**config.mk**
```make
export PLATFORM = sky130hd
export DESIGN_NAME = spi_burst_ctrl
export DESIGN_NICKNAME = d
export VERILOG_FILES = /design/src/rtl/spi_burst_ctrl.sv
export SDC_FILE = /design/constraint.sdc
export NUM_CORES = 1
export LEC_CHECK = 0
export CORE_MARGIN = 3
export CORE_UTILIZATION = 56
export DETAILED_ROUTE_END_ITERATION = 6
export PLACE_DENSITY = 0.79
export SETUP_SLACK_MARGIN = 0.2
export SKIP_CTS_REPAIR_TIMING = 1
export SLEW_MARGIN = 0
export SYNTH_ARGS = -nofsm -noshare
export SYNTH_HDL_FRONTEND = slang
export SYNTH_SLANG_ARGS = --single-unit
```
**constraint.sdc**
```tcl
create_clock -name clk -period 2 [get_ports clk]
set_input_delay 0.6 -clock clk [delete_from_list [all_inputs] [get_ports clk]]
set_output_delay 0.6 -clock clk [all_outputs]
set_load 0.01 [all_outputs]
```
**src/rtl/spi_burst_ctrl.sv**
```systemverilog
// Burst front-end for an SPI master: buffers host TX words, launches one
// transfer at a time, and queues the received words for the host.
module spi_burst_ctrl #(
  parameter int unsigned DATA_LENGTH    = 8,
  parameter int unsigned FIFO_DEPTH     = 4,
  parameter int unsigned GAP_CYCLES     = 2,
  parameter int unsigned TIMEOUT_CYCLES = 1024
) (
  input  logic                          clk,
  input  logic                          rst_n,
  input  logic                          tx_valid,
  output logic                          tx_ready,
  input  logic [DATA_LENGTH-1:0]        tx_data,
  output logic                          rx_valid,
  input  logic                          rx_ready,
  output logic [DATA_LENGTH-1:0]        rx_data,
  output logic [$clog2(FIFO_DEPTH):0]   tx_level,
  output logic [$clog2(FIFO_DEPTH):0]   rx_level,
  output logic                          m_start,
  output logic [DATA_LENGTH-1:0]        m_wdata,
  input  logic                          m_busy,
  input  logic                          m_done,
  input  logic [DATA_LENGTH-1:0]        m_rdata,
  output logic                          active,
  output logic                          err,
  input  logic                          err_clr
);

  localparam int unsigned PW = $clog2(FIFO_DEPTH);
  localparam int unsigned LW = PW + 1;
  localparam int unsigned GW = (GAP_CYCLES < 2) ? 1 : $clog2(GAP_CYCLES);
  localparam int unsigned TW = (TIMEOUT_CYCLES < 2) ? 1 : $clog2(TIMEOUT_CYCLES);

  typedef enum logic [2:0] {
    IDLE    = 3'd0,
    LAUNCH  = 3'd1,
    WAIT    = 3'd2,
    CAPTURE = 3'd3,
    GAP     = 3'd4
  } state_e;

  state_e                 state_q, state_d;
  logic [DATA_LENGTH-1:0] tx_mem_q [FIFO_DEPTH];
  logic [DATA_LENGTH-1:0] tx_mem_d [FIFO_DEPTH];
  logic [DATA_LENGTH-1:0] rx_mem_q [FIFO_DEPTH];
  logic [DATA_LENGTH-1:0] rx_mem_d [FIFO_DEPTH];
  logic [PW-1:0]          tx_wr_ptr_q, tx_wr_ptr_d, tx_rd_ptr_q, tx_rd_ptr_d;
  logic [PW-1:0]          rx_wr_ptr_q, rx_wr_ptr_d, rx_rd_ptr_q, rx_rd_ptr_d;
  logic [LW-1:0]          tx_level_q, tx_level_d, rx_level_q, rx_level_d;
  logic [TW-1:0]          wait_cnt_q, wait_cnt_d;
  logic [GW-1:0]          gap_cnt_q, gap_cnt_d;
  logic [DATA_LENGTH-1:0] m_wdata_q, m_wdata_d;
  logic                   m_start_q, m_start_d;
  logic                   err_q, err_d;
  logic                   active_q, active_d;
  logic                   tx_ready_q, tx_ready_d;
  logic                   rx_valid_q, rx_valid_d;
  logic                   tx_push, tx_pop, rx_push, rx_pop, err_set;
  logic                   busy_unused;

  // Master busy is informational; sequencing relies on m_done alone.
  assign busy_unused = m_busy;

  always_comb begin
    state_d     = state_q;
    tx_mem_d    = tx_mem_q;
    rx_mem_d    = rx_mem_q;
    tx_wr_ptr_d = tx_wr_ptr_q;
    tx_rd_ptr_d = tx_rd_ptr_q;
    rx_wr_ptr_d = rx_wr_ptr_q;
    rx_rd_ptr_d = rx_rd_ptr_q;
    tx_level_d  = tx_level_q;
    rx_level_d  = rx_level_q;
    wait_cnt_d  = wait_cnt_q;
    gap_cnt_d   = gap_cnt_q;
    err_set     = 1'b0;

    tx_push = tx_valid && tx_ready_q;
    tx_pop  = (state_q == LAUNCH);
    rx_push = (state_q == CAPTURE);
    rx_pop  = rx_valid_q && rx_ready;

    case (state_q)
      IDLE: begin
        if (tx_level_q != LW'(0) && rx_level_q < LW'(FIFO_DEPTH)) state_d = LAUNCH;
      end
      LAUNCH: begin
        state_d    = WAIT;
        wait_cnt_d = TW'(0);
      end
      WAIT: begin
        if (m_done) begin
          state_d = CAPTURE;
        end else if (wait_cnt_q == TW'(TIMEOUT_CYCLES - 1)) begin
          err_set   = 1'b1;
          gap_cnt_d = GW'(0);
          state_d   = (GAP_CYCLES == 0) ? IDLE : GAP;
        end else begin
          wait_cnt_d = wait_cnt_q + TW'(1);
        end
      end
      CAPTURE: begin
        gap_cnt_d = GW'(0);
        state_d   = (GAP_CYCLES == 0) ? IDLE : GAP;
      end
      GAP: begin
        if (gap_cnt_q == GW'(GAP_CYCLES - 1)) state_d = IDLE;
        else                                  gap_cnt_d = gap_cnt_q + GW'(1);
      end
      default: state_d = IDLE;
    endcase

    // FIFO storage and occupancy; push and pop in one cycle cancel out.
    if (tx_push) begin
      tx_mem_d[tx_wr_ptr_q] = tx_data;
      tx_wr_ptr_d           = tx_wr_ptr_q + PW'(1);
    end
    if (tx_pop) tx_rd_ptr_d = tx_rd_ptr_q + PW'(1);
    if (tx_push && !tx_pop)      tx_level_d = tx_level_q + LW'(1);
    else if (!tx_push && tx_pop) tx_level_d = tx_level_q - LW'(1);

    if (rx_push) begin
      rx_mem_d[rx_wr_ptr_q] = m_rdata;
      rx_wr_ptr_d           = rx_wr_ptr_q + PW'(1);
    end
    if (rx_pop) rx_rd_ptr_d = rx_rd_ptr_q + PW'(1);
    if (rx_push && !rx_pop)      rx_level_d = rx_level_q + LW'(1);
    else if (!rx_push && rx_pop) rx_level_d = rx_level_q - LW'(1);

    // Start and write data are loaded together so both are valid during LAUNCH.
    m_start_d  = (state_d == LAUNCH);
    m_wdata_d  = (state_d == LAUNCH) ? tx_mem_q[tx_rd_ptr_q] : m_wdata_q;
    err_d      = err_set ? 1'b1 : (err_clr ? 1'b0 : err_q);
    active_d   = (state_d != IDLE);
    tx_ready_d = (tx_level_d < LW'(FIFO_DEPTH));
    rx_valid_d = (rx_level_d != LW'(0));
  end

  always_ff @(posedge clk or negedge rst_n) begin
    if (!rst_n) begin
      state_q     <= IDLE;
      for (int i = 0; i < int'(FIFO_DEPTH); i++) begin
        tx_mem_q[i] <= '0;
        rx_mem_q[i] <= '0;
      end
      tx_wr_ptr_q <= '0;
      tx_rd_ptr_q <= '0;
      rx_wr_ptr_q <= '0;
      rx_rd_ptr_q <= '0;
      tx_level_q  <= '0;
      rx_level_q  <= '0;
      wait_cnt_q  <= '0;
      gap_cnt_q   <= '0;
      m_wdata_q   <= '0;
      m_start_q   <= 1'b0;
      err_q       <= 1'b0;
      active_q    <= 1'b0;
      tx_ready_q  <= 1'b1;
      rx_valid_q  <= 1'b0;
    end else begin
      state_q     <= state_d;
      tx_mem_q    <= tx_mem_d;
      rx_mem_q    <= rx_mem_d;
      tx_wr_ptr_q <= tx_wr_ptr_d;
      tx_rd_ptr_q <= tx_rd_ptr_d;
      rx_wr_ptr_q <= rx_wr_ptr_d;
      rx_rd_ptr_q <= rx_rd_ptr_d;
      tx_level_q  <= tx_level_d;
      rx_level_q  <= rx_level_d;
      wait_cnt_q  <= wait_cnt_d;
      gap_cnt_q   <= gap_cnt_d;
      m_wdata_q   <= m_wdata_d;
      m_start_q   <= m_start_d;
      err_q       <= err_d;
      active_q    <= active_d;
      tx_ready_q  <= tx_ready_d;
      rx_valid_q  <= rx_valid_d;
    end
  end

  assign tx_ready = tx_ready_q;
  assign rx_valid = rx_valid_q;
  assign rx_data  = rx_mem_q[rx_rd_ptr_q];
  assign tx_level = tx_level_q;
  assign rx_level = rx_level_q;
  assign m_start  = m_start_q;
  assign m_wdata  = m_wdata_q;
  assign active   = active_q;
  assign err      = err_q;

endmodule
```
==> After elaboration in Yosys (flattened, before gate mapping) <==
Index checks and enable logic that the tools add are counted.
W data, S select, Z words.
{ "classes": {"add_sub_neg": 10, "muxes": 33, "reduce_logical": 22, "n_eq_ne": 9, "n_lt_le_gt_ge": 8, "n_bitwise": 4} }
{ "op_table": {"columns": ["cell", "count"], "rows": [
  ["$bwmux W32", 2],
  ["$mux W8", 6],
  ["$bmux W8 S2", 2],
  ["$demux W8 S2", 2],
  ["$mux W3", 8],
  ["$mux W10", 2],
  ["$pmux W10 S2", 1],
  ["$pmux W3 S5", 1],
  ["$ge A3 B3 Y1 const B", 4],
  ["$not A2 Y3", 4],
  ["$reduce_bool A3 Y1", 4],
  ["$add A10 B1 Y10 const B", 1],
  ["$eq A10 B10 Y1 const B", 1],
  ["$logic_and A1 B1 Y1", 9],
  ["$add A2 B1 Y2 const B", 4],
  ["$mux W1", 8],
  ["$add A3 B1 Y3 const B", 2],
  ["$eq A3 B1 Y1 const B", 2],
  ["$eq A3 B2 Y1 const B", 2],
  ["$lt A3 B1 Y1 const B", 2],
  ["$lt A3 B3 Y1 const B", 2],
  ["$ne A2 B2 Y1 const B", 3],
  ["$reduce_and A3 Y1", 2],
  ["$sub A3 B1 Y3 const B", 2],
  ["6 further kinds", 10]
]} }
{ "totals": {"out_inout_bits": 27, "elab_cells": 109, "inputBits": 23, "ff_bits": 105} }

==> Logic depth before layout (Yosys ltp) <==
Gate-level depths: netlist (run 1).
{ "logic_depth": {"word_depth": 6, "depth_mapped": 9, "ltp_nobuf": 8} }

==> Worst setup path before layout (run 1) <==
OpenSTA, ideal clock, no wires.
{ "synth_path": {"path_kind": "register to register", "from": "register state_q[1]", "to": "register tx_level_q[1], in the netlist tx_level[1]", "required_time_ns": 1.873, "path_stages_with_launch": 8, "arrival_time_ns": 1.618, "period_less_slack_ns": 1.745, "path_slack_ns": 0.255, "path_buffers": 1, "setup_time_ns": 0.127, "path_cell_list": "dfrtp_1 > nand2b_1 > or2_2 > buf_2 > inv_2 > ha_1 > a211oi_1 > a21oi_1"} }
{ "synth_between": {"elab_chain_cells": 4, "elab_cells_between_ends": 6, "classes_between": "eq/ne: 1; mux: 2; reduce/logical: 3"} }
{ "synth_rtl": {"columns": ["item", "line", "text"], "rows": [
  ["start: declaration", "42", "state_e state_q, state_d;"],
  ["start signal: assignment", "161", "state_q <= state_d;"],
  ["$eq A3 B1 Y1 *", "79", "tx_pop = (state_q == LAUNCH);"],
  ["$logic_and A1 B1 Y1 or $logic_not A1 Y1 (tied branches)", "120, 119", null],
  ["$mux W3 or $logic_and A1 B1 Y1 (tied branches)", "120, 119", null],
  ["$mux W3 *", "119", "if (tx_push && !tx_pop) tx_level_d = tx_level_q + LW'(1);"],
  ["end signal: assignment", "168", "tx_level_q <= tx_level_d;"],
  ["end: declaration", "49", "logic [LW-1:0] tx_level_q, tx_level_d, rx_level_q, rx_level_d;"]
]} }
Every way passes the cells marked *; elsewhere a longest branch is shown, timed or not.
A chain may end at the register's enable or synchronous reset.

==> Worst setup path in the final report (run 1) <==
{ "layout_path": {"from": "register rx_rd_ptr_q[0]", "to": "output port rx_data[2]"} }
{ "layout_between": {"elab_chain_cells": 4} }
{ "layout_rtl": {"columns": ["item", "line", "text"], "rows": [
  ["start: declaration", "48", "logic [PW-1:0] rx_wr_ptr_q, rx_wr_ptr_d, rx_rd_ptr_q, rx_rd_ptr_d;"],
  ["start signal: assignment", "167", "rx_rd_ptr_q <= rx_rd_ptr_d;"],
  ["$not A2 Y3 (implied by the code)", "183", "assign rx_data = rx_mem_q[rx_rd_ptr_q];"],
  ["$bmux W8 S2", "183", null],
  ["$mux W8 (implied by the code) (2 in a row)", "183", null],
  ["end: declaration", "16", "output logic [DATA_LENGTH-1:0] rx_data,"]
]} }
Every way passes these cells. The select of a mux whose other input is x is not followed.

==> parameters.txt, run 1 <==
Parameter                              Value

Yosys
  Number of warnings printed during yosys synthesis ... 0
  Synth Instances ... between 300 and 400
  Number of flops mapped to enable cells by yosys ... 0
  Syn nets ... roughly 370
  Per-instance average area after synthesis ... 14.2 um2
  Synth Register Bits ... between 100 and 150
  Distinct cell type count after synthesis ... 46
  Top FF cell, synth ... dfrtp_1
  Portion of the post-synthesis area used by sequential elements ... 0.554
  Post-Syn Area ... ~4700 um2
  Async SR Flop Fraction ... 1.00

Critical path
  Nature of the critical path endpoint ... primary output
  Critical setup path kind ... flop to primary output
  Worst path required time ... ~1.4 ns
  Gate family responsible for the most delay along the worst path ... multiplexers
  Origin of the worst setup path ... rx_rd_ptr_q[0]
  Number of cells traversed by the worst register-to-register path ... 4
  Largest stage delay, worst path ... 0.50 ns
  Cell with the biggest individual delay on the critical path ... mux4_2
  Worst R2R Start ... state_q[2]
  Largest fanout on the critical path ... 6
  Flop2flop setup slack ... 0.26 ns
  Critical Path Start Type ... flop
  Endpoint arrival time on the critical path ... roughly 1.5 ns
  Destination of the worst register-to-register timing path ... active
  CP cell instances ... buf_6, mux4_2, clkbuf_2
  Number of buffer and inverter instances along the worst setup path ... 2

GRT
  Antenna violations before repair ... 0
  Total track usage ... 0.195
  Maximum number of pins on one net before global-route repair ... 44
  Number of global-route vias before repair ... 3153
  Total congestion overflow ... 0
  Global-route wire length before repair ... about 15000 um

Final layout
  Most common library cell in the layout ignoring fill and taps ... dfrtp_1
  Count of filler cells inserted in the layout ... between 500 and 600
  Post-Route Utilization ... 0.739
  Fin nets ... 467
  Synthesis-to-finish area growth ... 24.3%
  Share of final-layout standard cells stronger than drive strength 1 ... 0.397
  Inserted Diodes ... 0
  Final cell count without fillers ... 533
  Top library cells by usage in the layout, fill and taps aside ... 98 x dfrtp_1, 72 x mux2_2, 38 x buf_4, 21 x nand2_1, 20 x dlymetal6s2s_1

Worst hold path
  Worst hold-check path type ... input pin to async pin

Clock tree
  Num CTS Buffers ... 9
  CTS Sinks ... roughly 110
  Clock tree from TritonCTS ... built
  CTS clk-pin slew, worst paths ... about 0.09 ns
  Clock Tree Root ... clkbuf_8
  Deepest clock path buffer count ... 2
  Clock network latency to the later pin of the worst-skew pair ... ~0.35 ns
  Count of H-tree levels built during CTS ... 3

Routing
  Number of search-and-repair iterations in the first detailed-routing pass ... 4
  Antenna Violating Nets Remaining ... 0
  Number of remaining DRC errors ... 0
  Overall routed net length ... 9020 um
  Via count ... about 3000
  Vias per Instance ... ~5.6
  Iteration-0 DRC count of the detailed router ... 77
  Final routed wire length divided by cell count ... roughly 17 um

Timing
  Slew at the pin with the worst max-slew slack ... approximately 0.45 ns
  Worst-case setup margin in the final layout ... -0.122 ns
  Final worst-path cycle share ... 1.06
  RSZ-0062 raised after global routing ... yes
  Total of endpoints with negative setup slack in the final report ... 8
  Max_slew headroom ... 0.702
  Setup Skew ... slightly below 0.01 ns
  Final Hold Slack ... roughly 0.18 ns
  Maximum clock rate ... between 0.4 and 0.5 GHz
  Minimum clock period ... between 2 and 2.5 ns
  Fin. Hold Viols ... 0
  Max-slew violation total from the final report ... 0

Die
  Horizontal die dimension ... slightly below 100 um
  Initial standard-cell utilization of the core ... 0.595
  Standard-cell rows ... 32
  Vertical extent of the die ... about 98 um
  Number of primary I/O pins ... 50
  Die Outline Area ... between 9000 and 10000 um2
  Area of the core region ... around 8000 um2

Run
  Reported max-cap violation count ... 0

Placed design
  Placed wire-length estimate ... 6450 um
  Instance count after placement with tap cells included ... just over 500
  Count of port buffers added during placement ... 48
  Setup Slack @ Placement ... -0.252 ns
  Weighted congestion reported at the end of routability-driven placement ... approximately 0.79

Pwr
  Leakage ... around 2.8 nW
  Worst vdd ir ... 0.886 mV
  Total power density per cell area ... about 1500 nW/um2

Outcome
  Outcome ... finished with violations
  Violated checks ... setup timing
-- cell usage after synthesis, types with 2 or more instances --
library cell / n / share of area
xnor2_1: 11 / 0.020
inv_1: 14 / 0.011
a21oi_1: 8 / 0.0084
nor2_1: 4 / 0.0032
ha_1: 16 / 0.042
mux4_2: 16 / 0.076
dfrtp_1: 104 / 0.55
nand4_1: 2 / 0.0026
nand2b_1: 2 / 0.0026
o21ai_0: 7 / 0.0074
nand2_1: 24 / 0.019
nand3_1: 8 / 0.0084
o211ai_1: 3 / 0.0048
buf_2: 5 / 0.0053
or4_1: 2 / 0.0032
o31ai_1: 4 / 0.0063
or3_1: 3 / 0.0040
mux2_2: 72 / 0.17
nor4_1: 2 / 0.0026
inv_2: 2 / 0.0016
-- report_power, final --
| part | switching, W | total [W] | internal [W] | leakage (nW) |
|---|---|---|---|---|
| Sequential | 0.000620 | 0.00375 | 0.00313 | 1.26 |
| Clock | 0.000661 | 0.00126 | 0.000599 | 0.0913 |
| Combinational | 0.00155 | 0.00390 | 0.00235 | 1.41 |
-- per-stage QoR --
| stage | cell area (um2) | total power, W | TNS (ns) |
|---|---|---|---|
| finish | 5890 | 0.00891 | -0.896 |
| global route | 5890 | 0.00952 | -1.46 |
| CTS | 5720 | 0.00897 | -3.97 |
| detailed placement | 5540 | 0.00768 | -3.04 |
| global placement | 5540 | 0.00745 | -2.39 |
| floorplan | 4740 | 0.00610 | 0 |
-- per-layer routing --
layer  vias up  part of all wire  track usage
met5         -                 0            0
met4         0            0.0064       0.0490
met3         4             0.033       0.0493
met2        48              0.52        0.337
met1      1527              0.44        0.248
li1       1397                 -            -
-- cell type report --
type / count / area [um2] / share of cell area
multi-input cells: 208 / 2070 / 0.352
repair buffers: 88 / 808 / 0.137
clock buffers: 11 / 141 / 0.0240
well taps: 102 / 128 / 0.0217
inverters: 16 / 60.1 / 0.0102
flip-flops and latches: 105 / 2640 / 0.448
clock inverters: 3 / 42.5 / 0.00722
-- registers in the layout, indices dropped and copies added, names as in the netlist, 2 cells and up --
| signal | count |
|---|---|
| rx_mem_q | 32 |
| tx_mem_q | 32 |
| wait_cnt_q | 10 |
| m_wdata | 8 |
| rx_level | 3 |
| state_q | 3 |
| tx_level | 3 |
| rx_rd_ptr_q | 2 |
| rx_wr_ptr_q | 2 |
| tx_rd_ptr_q | 2 |
| tx_wr_ptr_q | 2 |
-- logic make-up after synthesis --
logic type               share of synthesized area
flip-flops                                   0.555
multiplexers                                 0.249
AO/OA/AOI/OAI                               0.0409
buffers and inverters                       0.0195
AND/OR/NAND/NOR                             0.0694
XOR/XNOR                                    0.0222
adder cells (fa/ha/maj)                     0.0443
-- worst reg2reg max path: stages, from the launching register on --
cell and delay [ns]:
dfrtp_2 0.47, nor4b_4 0.38, or4b_1 0.54, o211ai_1 0.16, or3_1 0.15
-- how the worst max path moves through the flow --
stage	endpoint	slack [ns]	depth (start not counted)
6_report	rx_data[2]	-0.12	3
5_1_grt	rx_data[1]	-0.19	3
2_1_floorplan	tx_level[1]	0.26	7
3_5_place_dp	wait_cnt_q[7]	-0.25	5
4_1_cts	rx_data[2]	-0.51	3
3_3_place_gp	wait_cnt_q[7]	-0.21	5
No activity file was read; power rests on OpenSTA's default activity.
==> inputs of run 2 (changes only) <==
MAX_ROUTING_LAYER = met4   (was default)
==> run 2 against run 1 <==
The run still ends with setup timing left. Die area is the same. Routed wire length down 0.78%. Core utilization unchanged. Combinational power about the same. Clock skew grew 0.0038 ns. Clock power hardly changed. Sequential power hardly changed. Count of clock-buffer cells in the layout unchanged. Largest power group unchanged.
==> parameters.txt, run 2 (synthesized netlist as in run 1, its figures left out) <==
Parameter                              Value

Outcome
  Outcome ... finished with violations (unchanged)
  Violated checks ... setup timing (unchanged)

Clock tree
  Clock Tree Root ... clkbuf_8 (unchanged)
  CTS Sinks ... 105 (unchanged)
  Num CTS Buffers ... 9 (unchanged)
  Clock network latency to the later pin of the worst-skew pair ... 0.35 ns (about the same)
  Count of H-tree levels built during CTS ... 3 (unchanged)
  Clock tree from TritonCTS ... built (unchanged)
  CTS clk-pin slew, worst paths ... 0.09 ns (about the same)
  Deepest clock path buffer count ... 2 (unchanged)

Timing
  Setup Skew ... 0.0136 ns (was 0.00987 ns)
  Slew at the pin with the worst max-slew slack ... 0.447 ns (about the same)
  Max_slew headroom ... 0.702 (about the same)
  Final Hold Slack ... 0.185 ns (about the same)
  Worst-case setup margin in the final layout ... -0.118 ns (was -0.122 ns)
  RSZ-0062 raised after global routing ... yes (unchanged)
  Final worst-path cycle share ... 1.06 (about the same)
  Total of endpoints with negative setup slack in the final report ... 8 (unchanged)
  Fin. Hold Viols ... 0 (unchanged)
  Max-slew violation total from the final report ... 0 (unchanged)
  Maximum clock rate ... 0.472 GHz (was 0.471 GHz)
  Minimum clock period ... 2.12 ns (about the same)

GRT
  Antenna violations before repair ... 0 (unchanged)
  Global-route wire length before repair ... 15000 um (about the same)
  Number of global-route vias before repair ... 3149 (was 3153)
  Total track usage ... 0.201 (was 0.195)
  Total congestion overflow ... 0 (unchanged)
  Maximum number of pins on one net before global-route repair ... 44 (unchanged)

Routing
  Number of search-and-repair iterations in the first detailed-routing pass ... 4 (unchanged)
  Vias per Instance ... 5.58 (about the same)
  Overall routed net length ... 8950 um (was 9020 um)
  Via count ... 2975 (was 2976)
  Number of remaining DRC errors ... 0 (unchanged)
  Final routed wire length divided by cell count ... 16.8 um (was 16.9 um)
  Antenna Violating Nets Remaining ... 0 (unchanged)
  Iteration-0 DRC count of the detailed router ... 81 (was 77)

Final layout
  Share of final-layout standard cells stronger than drive strength 1 ... 0.397 (unchanged)
  Final cell count without fillers ... 533 (unchanged)
  Most common library cell in the layout ignoring fill and taps ... dfrtp_1 (unchanged)
  Inserted Diodes ... 0 (unchanged)
  Synthesis-to-finish area growth ... 24.3% (unchanged)
  Largest regs ... rx_mem_q: 32 flops, tx_mem_q: 32 flops, wait_cnt_q: 10 flops (unchanged)
  Fin nets ... 467 (unchanged)
  Top library cells by usage in the layout, fill and taps aside ... 98 x dfrtp_1, 72 x mux2_2, 38 x buf_4, 21 x nand2_1, 20 x dlymetal6s2s_1 (unchanged)

Pwr
  Sequential group share of total power ... 0.420 (was 0.421)
  Proportion of power drawn by the clock network ... 0.142 (was 0.141)
  Combinational cell fraction of total power ... 0.438 (about the same)
  Sw Share ... 0.318 (about the same)
  Design internal power ... 0.00608 W (about the same)
  Total power density per cell area ... 1510 nW/um2 (about the same)
  Net load switching power ... 0.00283 W (about the same)
  Worst vdd ir ... 0.887 mV (was 0.886 mV)
  Leakage ... 2.76 nW (unchanged)

Placed design
  Count of port buffers added during placement ... 48 (unchanged)
  Placed wire-length estimate ... 6450 um (unchanged)
  Weighted congestion reported at the end of routability-driven placement ... 0.801 (was 0.790)
  Instance count after placement with tap cells included ... 506 (unchanged)

Critical path
  Largest fanout on the critical path ... 6 (unchanged)
  Endpoint arrival time on the critical path ... 1.52 ns (about the same)
  Critical setup path kind ... flop to primary output (unchanged)
  Worst path required time ... 1.40 ns (about the same)
  Nature of the critical path endpoint ... primary output (unchanged)
  Critical Path Start Type ... flop (unchanged)
  Number of cells traversed by the worst register-to-register path ... 4 (unchanged)

Worst hold path
  Worst hold-check path type ... input pin to async pin (unchanged)

Die
  Number of primary I/O pins ... 50 (unchanged)
  Area of the core region ... 7970 um2 (unchanged)
  Initial standard-cell utilization of the core ... 0.595 (unchanged)
  Standard-cell rows ... 32 (unchanged)
  Vertical extent of the die ... 98.0 um (unchanged)
  Die Outline Area ... 9610 um2 (unchanged)
  Horizontal die dimension ... 98.0 um (unchanged)

Run
  Reported max-cap violation count ... 0 (unchanged)
==> run 2: cell counts in the layout (fill, tap and decap cells not counted) <==
No cell type changed its count.
==> run 2: area by class of cell <==
type,count,area [um2]
clock buffer,11,141
clock inverter,3,42.5
fill,549,2080
inverter,16,60.1
multi-input combinational,208,2070
sequential,105,2640
tap,102,128
timing repair buffer,88,808
==> run 2: final timing paths <==
path | from | endpoint | slack [ns]
max in group asynchronous | rst_n | tx_mem_q[22] | 1.14
max reg2reg | state_q[2] | active | 0.25
min | rst_n | rx_mem_q[29] | 0.18
min in group clk | tx_level[2] | tx_ready | 0.50
min reg2reg | tx_level[2] | tx_ready | 0.50
max | rx_rd_ptr_q[0] | rx_data[2] | -0.12
==> run 2: worst max-delay path, cell delays in order (launching register included) <==
cell and delay (ns):
dfrtp_1 0.38, buf_6 0.15, mux4_2 0.49, clkbuf_2 0.14
==> run 2: power groups by stage <==
stage	combinational [W]	sequential [W]	clock [W]
after floorplan	0.00247	0.00363	0
after CTS	0.00390	0.00376	0.00131
after detailed placement	0.00388	0.00380	0
after global routing	0.00425	0.00388	0.00139
after global placement	0.00372	0.00373	0
final	0.00390	0.00374	0.00126
==> run 2: through the flow <==
stage | power, W | area, um2 | TNS, ns | util | worst slack, ns
finish | 0.00891 | 5890 | -0.882 | 0.739 | -0.118
detailed placement | 0.00768 | 5540 | -3.04 | 0.695 | -0.252
floorplan | 0.00610 | 4740 | 0 | - | 0.255
global placement | 0.00745 | 5540 | -2.39 | 0.695 | -0.210
global route | 0.00952 | 5890 | -1.46 | 0.739 | -0.193
CTS | 0.00897 | 5720 | -3.97 | 0.718 | -0.513
==> run 2: per-layer routing <==
| layer | track usage | wire length (um) | up-vias |
|---|---|---|---|
| met3 | 0.0486 | 300 | 4 |
| met1 | 0.248 | 3940 | 1523 |
| met5 | - | 0 | - |
| met2 | 0.337 | 4650 | 49 |
| met4 | 0.0490 | 61 | 0 |
| li1 | - | - | 1399 |
